$ cat src/rtl/clock_mode_ctrl.sv
// Mode sequencer (CLOCK/STOPWATCH/ALARM) and stopwatch control FSM with a registered display mux.
// Define CLOCK_MODE_CTRL_LAP_EN to build in lap-freeze support; without it btn_lap is ignored.
module clock_mode_ctrl #(
  parameter int unsigned IDLE_TIMEOUT = 30
) (
  input  logic        clk,
  input  logic        rst,
  input  logic        tick_1hz,
  input  logic        btn_mode,
  input  logic        btn_start,
  input  logic        btn_clear,
  input  logic        btn_lap,
  input  logic [15:0] clk_digits,
  input  logic [15:0] alarm_digits,
  input  logic [15:0] sw_digits,
  output logic [1:0]  mode,
  output logic        sw_mode,
  output logic        sw_run,
  output logic        sw_clear,
  output logic [15:0] disp_digits,
  output logic        disp_blink,
  output logic        lap_active
);

  localparam logic [1:0] MODE_CLOCK  = 2'd0;
  localparam logic [1:0] MODE_SW     = 2'd1;
  localparam logic [1:0] MODE_ALARM  = 2'd2;
  localparam logic [7:0] TIMEOUT_CNT = 8'(IDLE_TIMEOUT);

  typedef enum logic [1:0] {
    SW_IDLE  = 2'd0,
    SW_RUN   = 2'd1,
    SW_PAUSE = 2'd2
  } sw_state_e;

  logic        mode_prev_q, mode_prev_d;
  logic        start_prev_q, start_prev_d;
  logic        clear_prev_q, clear_prev_d;
  logic [1:0]  mode_q, mode_d;
  sw_state_e   state_q, state_d;
  logic [7:0]  idle_cnt_q, idle_cnt_d;
  logic        sw_mode_q, sw_mode_d;
  logic        sw_run_q, sw_run_d;
  logic        sw_clear_q, sw_clear_d;
  logic [15:0] disp_q, disp_d;
  logic        blink_q, blink_d;

  logic mode_edge, start_edge, clear_edge, lap_edge_any;
  logic clr_ok, start_ok, timeout;

`ifdef CLOCK_MODE_CTRL_LAP_EN
  logic        lap_prev_q, lap_prev_d;
  logic        lap_active_q, lap_active_d;
  logic [15:0] lap_q, lap_d;
  logic        lap_edge, lap_ok;
`else
  logic        unused_lap;
  assign unused_lap = btn_lap;
`endif

  always_comb begin
    mode_prev_d  = btn_mode;
    start_prev_d = btn_start;
    clear_prev_d = btn_clear;
    mode_edge    = btn_mode & ~mode_prev_q;
    start_edge   = btn_start & ~start_prev_q;
    clear_edge   = btn_clear & ~clear_prev_q;
`ifdef CLOCK_MODE_CTRL_LAP_EN
    lap_prev_d   = btn_lap;
    lap_edge     = btn_lap & ~lap_prev_q;
    lap_edge_any = lap_edge;
`else
    lap_edge_any = 1'b0;
`endif

    // Priority clear > start > lap among edges that would actually take effect.
    clr_ok   = (mode_q == MODE_SW) && clear_edge &&
               ((state_q == SW_IDLE) || (state_q == SW_PAUSE));
    start_ok = (mode_q == MODE_SW) && start_edge && !clr_ok;

    timeout = (mode_q == MODE_ALARM) && tick_1hz &&
              !(mode_edge || start_edge || clear_edge || lap_edge_any) &&
              ((idle_cnt_q + 8'd1) == TIMEOUT_CNT);

    mode_d = mode_q;
    case (mode_q)
      MODE_CLOCK: if (mode_edge) mode_d = MODE_SW;
      MODE_SW:    if (mode_edge) mode_d = MODE_ALARM;
      MODE_ALARM: if (mode_edge || timeout) mode_d = MODE_CLOCK;
      default:    mode_d = MODE_CLOCK;
    endcase

    // Counter idles at zero outside ALARM, so entering ALARM always starts a fresh count.
    idle_cnt_d = idle_cnt_q;
    if ((mode_q != MODE_ALARM) || mode_edge || start_edge || clear_edge ||
        lap_edge_any || timeout) begin
      idle_cnt_d = 8'd0;
    end else if (tick_1hz) begin
      idle_cnt_d = idle_cnt_q + 8'd1;
    end

    state_d = state_q;
    case (state_q)
      SW_IDLE:  if (start_ok) state_d = SW_RUN;
      SW_RUN:   if (start_ok) state_d = SW_PAUSE;
      SW_PAUSE: begin
        if (clr_ok)        state_d = SW_IDLE;
        else if (start_ok) state_d = SW_RUN;
      end
      default:  state_d = SW_IDLE;
    endcase

`ifdef CLOCK_MODE_CTRL_LAP_EN
    lap_ok       = lap_edge && (state_q == SW_RUN) && !clr_ok && !start_ok;
    lap_active_d = lap_active_q;
    lap_d        = lap_q;
    if (clr_ok) begin
      lap_active_d = 1'b0;
    end else if (lap_ok) begin
      if (!lap_active_q) begin
        lap_active_d = 1'b1;
        lap_d        = sw_digits;
      end else begin
        lap_active_d = 1'b0;
      end
    end
`endif

    sw_run_d   = (state_d == SW_RUN);
    sw_clear_d = clr_ok;
    // Hold the datapath enabled through the clear pulse and one cycle after it.
    sw_mode_d  = (mode_d == MODE_SW) || (state_d != SW_IDLE) || clr_ok || sw_clear_q;

    case (mode_q)
      MODE_ALARM: disp_d = alarm_digits;
      MODE_SW: begin
`ifdef CLOCK_MODE_CTRL_LAP_EN
        disp_d = lap_active_q ? lap_q : sw_digits;
`else
        disp_d = sw_digits;
`endif
      end
      default:    disp_d = clk_digits;
    endcase

    if ((mode_q == MODE_SW) && (state_q == SW_PAUSE)) begin
      blink_d = tick_1hz ? ~blink_q : blink_q;
    end else begin
      blink_d = 1'b0;
    end
  end

  always_ff @(posedge clk) begin
    if (rst) begin
      mode_prev_q  <= 1'b1;
      start_prev_q <= 1'b1;
      clear_prev_q <= 1'b1;
      mode_q       <= MODE_CLOCK;
      state_q      <= SW_IDLE;
      idle_cnt_q   <= 8'd0;
      sw_mode_q    <= 1'b0;
      sw_run_q     <= 1'b0;
      sw_clear_q   <= 1'b0;
      disp_q       <= 16'h0000;
      blink_q      <= 1'b0;
`ifdef CLOCK_MODE_CTRL_LAP_EN
      lap_prev_q   <= 1'b1;
      lap_active_q <= 1'b0;
      lap_q        <= 16'h0000;
`endif
    end else begin
      mode_prev_q  <= mode_prev_d;
      start_prev_q <= start_prev_d;
      clear_prev_q <= clear_prev_d;
      mode_q       <= mode_d;
      state_q      <= state_d;
      idle_cnt_q   <= idle_cnt_d;
      sw_mode_q    <= sw_mode_d;
      sw_run_q     <= sw_run_d;
      sw_clear_q   <= sw_clear_d;
      disp_q       <= disp_d;
      blink_q      <= blink_d;
`ifdef CLOCK_MODE_CTRL_LAP_EN
      lap_prev_q   <= lap_prev_d;
      lap_active_q <= lap_active_d;
      lap_q        <= lap_d;
`endif
    end
  end

  assign mode        = mode_q;
  assign sw_mode     = sw_mode_q;
  assign sw_run      = sw_run_q;
  assign sw_clear    = sw_clear_q;
  assign disp_digits = disp_q;
  assign disp_blink  = blink_q;
`ifdef CLOCK_MODE_CTRL_LAP_EN
  assign lap_active  = lap_active_q;
`else
  assign lap_active  = 1'b0;
`endif

endmodule

$ cat config.mk
export PLATFORM = sky130hd
export DESIGN_NAME = clock_mode_ctrl
export DESIGN_NICKNAME = d
export VERILOG_FILES = /design/src/rtl/clock_mode_ctrl.sv
export SDC_FILE = /design/constraint.sdc
export NUM_CORES = 1
export LEC_CHECK = 0
export CAP_MARGIN = 40
export CORE_ASPECT_RATIO = 0.8
export CORE_UTILIZATION = 40
export DETAILED_ROUTE_END_ITERATION = 8
export PLACE_DENSITY = 0.78
export SKIP_CTS_REPAIR_TIMING = 1
export SLEW_MARGIN = 20
export SYNTH_ARGS = -nofsm -noshare
export SYNTH_HDL_FRONTEND = slang
export SYNTH_SLANG_ARGS = --single-unit
$ cat constraint.sdc
create_clock -name clk -period 4.88 [get_ports clk]
set_input_delay 0.732 -clock clk [delete_from_list [all_inputs] [get_ports clk]]
set_output_delay 0.732 -clock clk [all_outputs]
set_load 0.02 [all_outputs]
==> impl_metrics.tcl, run 1 <==
set metrics [dict create \
    critPathCaptureType "register" \
    port_buffers 75 \
    rsz0062_at_grt "no" \
    ant_nets 0 \
    max_cap_violations 0 \
    finalSetupViolCount 0 \
    r2r-start "mode[0]" \
    worstSkewPairLatency_ps 280 \
    design.core.area_um2 3929 \
    routed-via-count 1591 \
    placed_area_um2 2486 \
    relSlewSlack_pct 44.88 \
    drt-wirelength-per-cell_um 13.31 \
    synth_cell_type_count 38 \
    ctsLongestPathBuffers 2 \
    final_cells 316 \
    slew_violations 0 \
    cts_made_buffers 5 \
    drc_errors 0 \
    rows 20 \
    grt_pass1_wl_um 6499 \
    num_antenna_cells 0 \
    dpl.hpwl_um 3218 \
    r2r.worst_path.cells 7 \
    p_per_area_nw_per_um2 267.7 \
    die_w_um 74.92 \
    grt_antenna_before_repair 0 \
    async_flop_share_pct 0 \
    total_power_mw 0.6924 \
    clockRootBuffer "clkbuf_8" \
    grt_start_max_net_pins 25 \
    drive_gt1_share_pct 8.046 \
    synth_seq_area_share_pct 41.18 \
    min_period_ps 2309 \
    syn_to_final_growth_pct 51.99 \
    gp_congestion 0.7440 \
    post-route-util_pct 65.83 \
    p_leak_nw 0.9094 \
    drt-total-wl_um 4205 \
    rrSetupSlack_ps 2570 \
    start_kind "register" \
    finalCritPeriodShare_pct 47.31 \
    crit_fanout 19 \
    ir_worst_vdd_v 0.0002139 \
    syn_avg_cell_area_um2 8.863 \
    ys_ff_latch 35 \
    critPathKind "register to register" \
    final_common_cell "clkdlybuf4s50_1" \
    cp.arrival_ps 2510 \
    intPower_mw 0.5196 \
    p_sw_share_pct 24.96 \
    layout_common_cells "clkdlybuf4s50_1, dfxtp_1, nor2_1" \
    cts-htree-levels 2 \
    dp_cells 308 \
    grt_pass1_vias 1377 \
    crit_path_end "sw_mode" \
    synth_nets 253 \
    holdCritStartpoint "sw_clear" \
    chipHeight_um 60.34 \
    clkTransAtPathRegs_ps 70 \
    combPwrFrac_pct 22.7 \
    start_util_pct 43.31 \
    skew_ps 5.238 \
    worst_slew_pin_slew_ps 826.9 \
    hold_class "register to register" \
    fin_nets 321 \
    die_area_um2 4520 \
    cts_tree "yes" \
    fmaxAchievable_mhz 433.1 \
    hold_viol 0 \
    required_ps 5080 \
    first_pass_iters 4 \
    status "completed" \
    vias_per_cell 5.035 \
    synth_warnings 0 \
    pwr-share-clk_pct 32.8 \
    seqPwrFrac_pct 44.5 \
    synthesis.area_um2 1702 \
    ys.flop_type "dfxtp_1" \
    clock_sinks 35 \
    io_pins 78 \
    rr_endpoint "sw_mode" \
    cp-startpoint "mode[0]" \
    p_sw_mw 0.1728 \
    postSynthCellCount 192 \
    synth_edf_count 0 \
    setup_tns_ps 0 \
    grtUsageTotal_pct 19.50 \
    drt-initial-drc-count 92 \
    final_area_um2 2586 \
    grt_overflow 0 \
]
## Yosys cell counts, drive strengths merged, types with 4 or more instances
cell type,number,area (um^2)
a211oi,18,145.1
a21oi,6,30.03
a22oi,16,120.1
buf,8,47.54
clkbuf,8,30.03
dfxtp,35,700.7
ha,6,75.07
inv,6,22.52
nand2,9,36.29
nand2b,4,25.02
nand3,4,20.02
nand4,4,40.04
nor2,33,123.9
or2,4,25.02
xnor2,5,43.79
xor2,5,43.79
## critical path, cell delays in order (launching register included)
cell,delay [ps]
dfxtp_1,360
inv_1,120
ha_1,650
o2111ai_1,240
nor2_1,220
nand4_4,140
o211a_1,260
o32ai_2,230
## per-layer routing
layer	routed length (um)	track usage, %	up-vias	part of all wire [%]
met5	0	0	-	0
met4	38	7.278	0	0.90
met3	217	5.150	5	5.2
met2	2073	32.56	34	49
met1	1875	24.41	738	45
li1	-	-	814	-
## power by group through the flow
stage | clock network [mW] | logic (mW) | registers [mW]
after floorplan | 0 | 0.0499 | 0.334
after global routing | 0.247 | 0.169 | 0.309
after CTS | 0.236 | 0.158 | 0.308
after global placement | 0 | 0.149 | 0.314
after detailed placement | 0 | 0.157 | 0.315
final | 0.227 | 0.157 | 0.308
## logic make-up after synthesis
| family | Yosys count | synth area share, % |
|---|---|---|
| AND/OR/NAND/NOR | 66 | 19.19 |
| XOR/XNOR | 10 | 5.147 |
| buffers and inverters | 22 | 5.882 |
| flip-flops | 35 | 41.18 |
| adder cells (fa/ha/maj) | 6 | 4.412 |
| AO/OA/AOI/OAI | 52 | 23.97 |
| other | 1 | 0.2204 |
## flip-flops by register name, summed over array words and instances (netlist names)
signal,flops
mode,2
disp_blink,1
disp_digits,16
sw_run,1
start_prev_q,1
sw_clear,1
sw_mode,1
mode_prev_q,1
clear_prev_q,1
idle_cnt_q,8
state_q,2
## metrics by stage
step | worst slack (ps) | hold slack, ps
finish | 2571 | 542.0
global route | 2393 | 562.5
CTS | 2580 | 539.8
detailed placement | 2376 | 520.6
global placement | 2299 | 519.7
floorplan | 2979 | 491.2
## worst min-delay path by stage
stage / end / slack [ps] / cells past startpoint
finish: sw_mode / 540 / 2
CTS: state_q[1] / 540 / 2
global placement: state_q[1] / 520 / 2
floorplan: disp_blink / 490 / 1
detailed placement: sw_mode / 520 / 2
global route: disp_blink / 560 / 1
## layout make-up
class	count	area [um^2]
Timing Repair Buffer	77	793.3
Sequential cell	35	700.7
Inverter	6	22.52
Clock buffer	8	100.1
Fill cell	346	1343
Multi-Input combinational cell	135	900.9
Tap cell	55	68.82
Note: power is estimated with default switching activity, not from simulation.
==> inputs of run 2 (changes only) <==
==> constraint.sdc (replaced) <==
create_clock -name clk -period 2.3 [get_ports clk]
set_input_delay 0.345 -clock clk [delete_from_list [all_inputs] [get_ports clk]]
set_output_delay 0.345 -clock clk [all_outputs]
set_load 0.02 [all_outputs]
==> run 2 against run 1 <==
- sequential power is 110% higher
- sequential share of layout area is 0.29 points lower
- combinational power is 110% higher
- wire length is 3.5% higher
- fmax is 22% higher
- clock skew hardly changed
- clock power grew to 2.5 times the previous value
- power is 120% higher
- hold slack worse by 9.3 ps
- largest power group unchanged
==> impl_metrics.tcl, run 2 (synthesis results as in run 1) <==
set metrics [dict create \
    grt_pass1_wl_um 6906 \
    r2r.worst_path.cells 7 \
    cts_tree "yes" \
    ant_nets 0 \
    cp.arrival_ps 2100 \
    max_cap_violations 0 \
    ctsLongestPathBuffers 2 \
    final_common_cell "clkdlybuf4s50_1" \
    clock_sinks 35 \
    num_antenna_cells 0 \
    regArea_um2 700.7 \
    fmaxAchievable_mhz 527.7 \
    required_ps 2510 \
    chipHeight_um 60.34 \
    ir_worst_vdd_v 0.0004031 \
    p_per_area_nw_per_um2 593.8 \
    r2r-start "idle_cnt_q[0]" \
    rsz0062_at_grt "no" \
    start_kind "register" \
    io_pins 78 \
    finalCritPeriodShare_pct 82.40 \
    drc_errors 0 \
    layout_common_cells "clkdlybuf4s50_1, dfxtp_1, nor2_1" \
    largest_reg_flops 16 \
    critPathCaptureType "register" \
    crit_fanout 6 \
    finalSetupViolCount 0 \
    holdCritStartpoint "state_q[1]" \
    min_path_cells 2 \
    grt_pass1_vias 1440 \
    slew_violations 0 \
    drt-initial-drc-count 114 \
    cp-startpoint "idle_cnt_q[0]" \
    fillers 345 \
    vias_per_cell 5.047 \
    first_pass_iters 4 \
    critPathKind "register to register" \
    drt-wirelength-per-cell_um 13.60 \
    worstSkewPairLatency_ps 290 \
    hold_class "register to register" \
    design.core.area_um2 3929 \
    status "completed" \
    hold_viol 0 \
    gp_congestion 0.7821 \
    skew_ps 4.783 \
    whs_ps 532.7 \
    grt_antenna_before_repair 0 \
    grt_overflow 0 \
    cts-htree-levels 2 \
    rows 20 \
    grt_start_max_net_pins 33 \
    start_util_pct 43.31 \
    multiInputGateArea_um2 900.9 \
    clockRootBuffer "clkbuf_8" \
    min_period_ps 1895 \
    drive_gt1_share_pct 9.811 \
    routed-via-count 1615 \
    clkTransAtPathRegs_ps 70 \
    syn_to_final_growth_pct 53.60 \
    cts_made_buffers 5 \
    grtUsageTotal_pct 20.82 \
    port_buffers 75 \
    die_w_um 74.92 \
    dpl.hpwl_um 3214 \
    drt-total-wl_um 4352 \
    p_leak_nw 0.9317 \
    setup_tns_ps 0 \
    fin_nets 325 \
    die_area_um2 4520 \
    post-route-util_pct 66.53 \
]
==> run 2: cell types whose count changed in the layout (fill, tap and decap cells not counted) <==
cell	delta
clkbuf_8	-1
buf_4	+5
clkinv_2	+1
clkbuf_1	-1
buf_16	-1
bufinv_16	+1
==> run 2: final timing paths <==
check	to	slack [ps]
max	sw_mode	400
min	state_q[1]	530
max reg2reg	sw_mode	400
min reg2reg	state_q[1]	530
==> run 2: per-stage QoR <==
step	cells	total power, mW	setup WS [ps]	cell area [um^2]
after detailed placement	311	0.9934	352.6	2481
after CTS	319	1.565	387.4	2599
after floorplan	192	0.8142	478.2	1702
after global routing	320	1.621	239.6	2614
final	320	1.552	404.9	2614
after global placement	311	0.9860	379.3	2481
==> run 2: layout make-up <==
type	instances	area share, %
sequential	35	26.81
clock inverter	2	1.340
inverter	6	0.8617
clock buffer	6	3.159
timing repair buffer	81	30.73
multi-input combinational	135	34.47
tap	55	2.633
==> run 2: critical path: stages, from the launching register on <==
cell and delay [ps]:
dfxtp_1 440, ha_1 300, xor2_1 170, nand3_1 90, nor2_1 180, nand4_4 140
o211a_1 260, o32ai_2 230
==> run 2: where the power goes <==
group	switching [mW]	internal [mW]	leakage [nW]
sequential	0.0115	0.642	0.288
clock	0.221	0.350	0.0612
combinational	0.145	0.183	0.583
total	0.377	1.17	0.932
==> run 2: layer usage <==
layer / vias up / track usage [%] / wire, um
met4: 0 / 7.008 / 53
li1: 820 / - / -
met5: - / 0 / 0
met3: 7 / 6.312 / 187
met1: 753 / 24.95 / 1858
met2: 35 / 35.91 / 2253
==> inputs of run 3 (changes only) <==
==> constraint.sdc (replaced) <==
create_clock -name clk -period 1.95 [get_ports clk]
set_input_delay 0.2925 -clock clk [delete_from_list [all_inputs] [get_ports clk]]
set_output_delay 0.2925 -clock clk [all_outputs]
set_load 0.02 [all_outputs]
==> run 3 against run 2 <==
- clock power rose by 19%
- largest cell class unchanged
- non-clock buffer count grew 4
- fmax grew 6.0%
- critical endpoint unchanged
==> impl_metrics.tcl, run 3 (synthesis results as in run 1) <==
set metrics [dict create \
    critPathKind "register to register" \
    ant_nets 0 \
    fin_nets 329 \
    rsz0062_at_grt "no" \
    syn_to_final_growth_pct 54.93 \
    hold_viol 0 \
    routed-via-count 1615 \
    grt_antenna_before_repair 0 \
    crit_fanout 6 \
    status "completed" \
    regArea_um2 700.7 \
    max_cap_violations 0 \
    wl_met3_um 210 \
    holdCritStartpoint "clear_prev_q" \
    critPathCaptureType "register" \
    setup_tns_ps 0 \
    grt_start_max_net_pins 33 \
    p_per_area_nw_per_um2 698.6 \
    combPwrFrac_pct 21.4 \
    ctsLongestPathBuffers 2 \
    drt-total-wl_um 4583 \
    grt_pass1_wl_um 6996 \
    multiInputGateArea_um2 900.9 \
    drt-initial-drc-count 122 \
    cts_tree "yes" \
    vias_per_cell 4.985 \
    io_pins 78 \
    grtUsageTotal_pct 21.24 \
    first_pass_iters 4 \
    p_leak_nw 0.9509 \
    drive_gt1_share_pct 11.15 \
    p_sw_share_pct 24.66 \
    design.core.area_um2 3929 \
    required_ps 2150 \
    hold_class "register to register" \
    slew_violations 0 \
    pwr-share-clk_pct 36.9 \
    highest_layer "met4" \
    clock_sinks 35 \
    ir_worst_vdd_v 0.0006319 \
    r2r-start "idle_cnt_q[0]" \
    start_util_pct 43.31 \
    finalCritPeriodShare_pct 91.72 \
    die_w_um 74.92 \
    grt_pass1_vias 1464 \
    drt-wirelength-per-cell_um 14.15 \
    min_period_ps 1789 \
    cts_made_buffers 5 \
    cp.arrival_ps 1990 \
    gp_congestion 0.7925 \
    met2_length_um 2369 \
    drc_errors 0 \
    intPower_mw 1.388 \
    largest_reg_flops 16 \
    finalSetupViolCount 0 \
    clkTransAtPathRegs_ps 70 \
    seqPwrFrac_pct 41.8 \
    worstSkewPairLatency_ps 290 \
    num_antenna_cells 0 \
    start_kind "register" \
    fillers 336 \
    final_common_cell "clkdlybuf4s50_1" \
    fmaxAchievable_mhz 559.1 \
    grt_overflow 0 \
    chipHeight_um 60.34 \
    whs_ps 536.0 \
    dpl.hpwl_um 3357 \
    skew_ps 6.071 \
    layout_common_cells "clkdlybuf4s50_1, dfxtp_1, nor2_1" \
    port_buffers 75 \
    die_area_um2 4520 \
    cp-startpoint "idle_cnt_q[0]" \
    rows 20 \
    m1WireLength_um 1951 \
    clockRootBuffer "clkbuf_8" \
    cts-htree-levels 2 \
    p_sw_mw 0.4542 \
]
[run 3: cell types whose count changed in the layout (fill, tap and decap cells not counted)]
cell	before	now
buf_8	1	0
buf_4	5	10
[run 3: final timing paths]
path	endpoint	slack, ps	cells past startpoint
max	sw_mode	160	6
min	sw_clear	540	2
max reg2reg	sw_mode	160	6
min reg2reg	sw_clear	540	2
[run 3: worst max-delay path, cell delays in order, from the launching register on]
cell and delay [ps]:
dfxtp_1 310, ha_1 270, a22o_1 220, o221ai_1 260, nand4_4 160, o211a_1 250, o32ai_2 230
[run 3: cell type report]
class | count | area share (%)
well taps | 55 | 2.610
clock inverters | 2 | 1.329
repair buffers | 85 | 31.32
inverters | 6 | 0.8543
clock buffers | 6 | 3.132
multi-input cells | 135 | 34.17
flip-flops and latches | 35 | 26.58
[run 3: stage by stage]
step | total power [mW] | area, um^2 | cells | utilization (%) | setup WS (ps)
2_1_floorplan | 0.9603 | 1702 | 192 | - | 128.2
3_3_place_gp | 1.170 | 2519 | 316 | 64.11 | 93.45
3_5_place_dp | 1.179 | 2519 | 316 | 64.11 | 73.11
4_1_cts | 1.860 | 2636 | 324 | 67.10 | 151.7
5_1_grt | 1.924 | 2636 | 324 | 67.10 | 49.84
6_report | 1.842 | 2636 | 324 | 67.10 | 161.4
[run 3: layer usage]
metal	vias up	GRT usage, %
met3	5	4.817
met2	37	37.84
li1	828	-
met5	-	0
met1	745	24.82
met4	0	8.895
[run 3: power groups by stage]
stage / Combinational, mW / Sequential [mW] / Clock, mW
6_report: 0.393 / 0.769 / 0.679
5_1_grt: 0.423 / 0.773 / 0.728
4_1_cts: 0.396 / 0.769 / 0.695
3_5_place_dp: 0.394 / 0.785 / 0
3_3_place_gp: 0.386 / 0.783 / 0
2_1_floorplan: 0.125 / 0.835 / 0
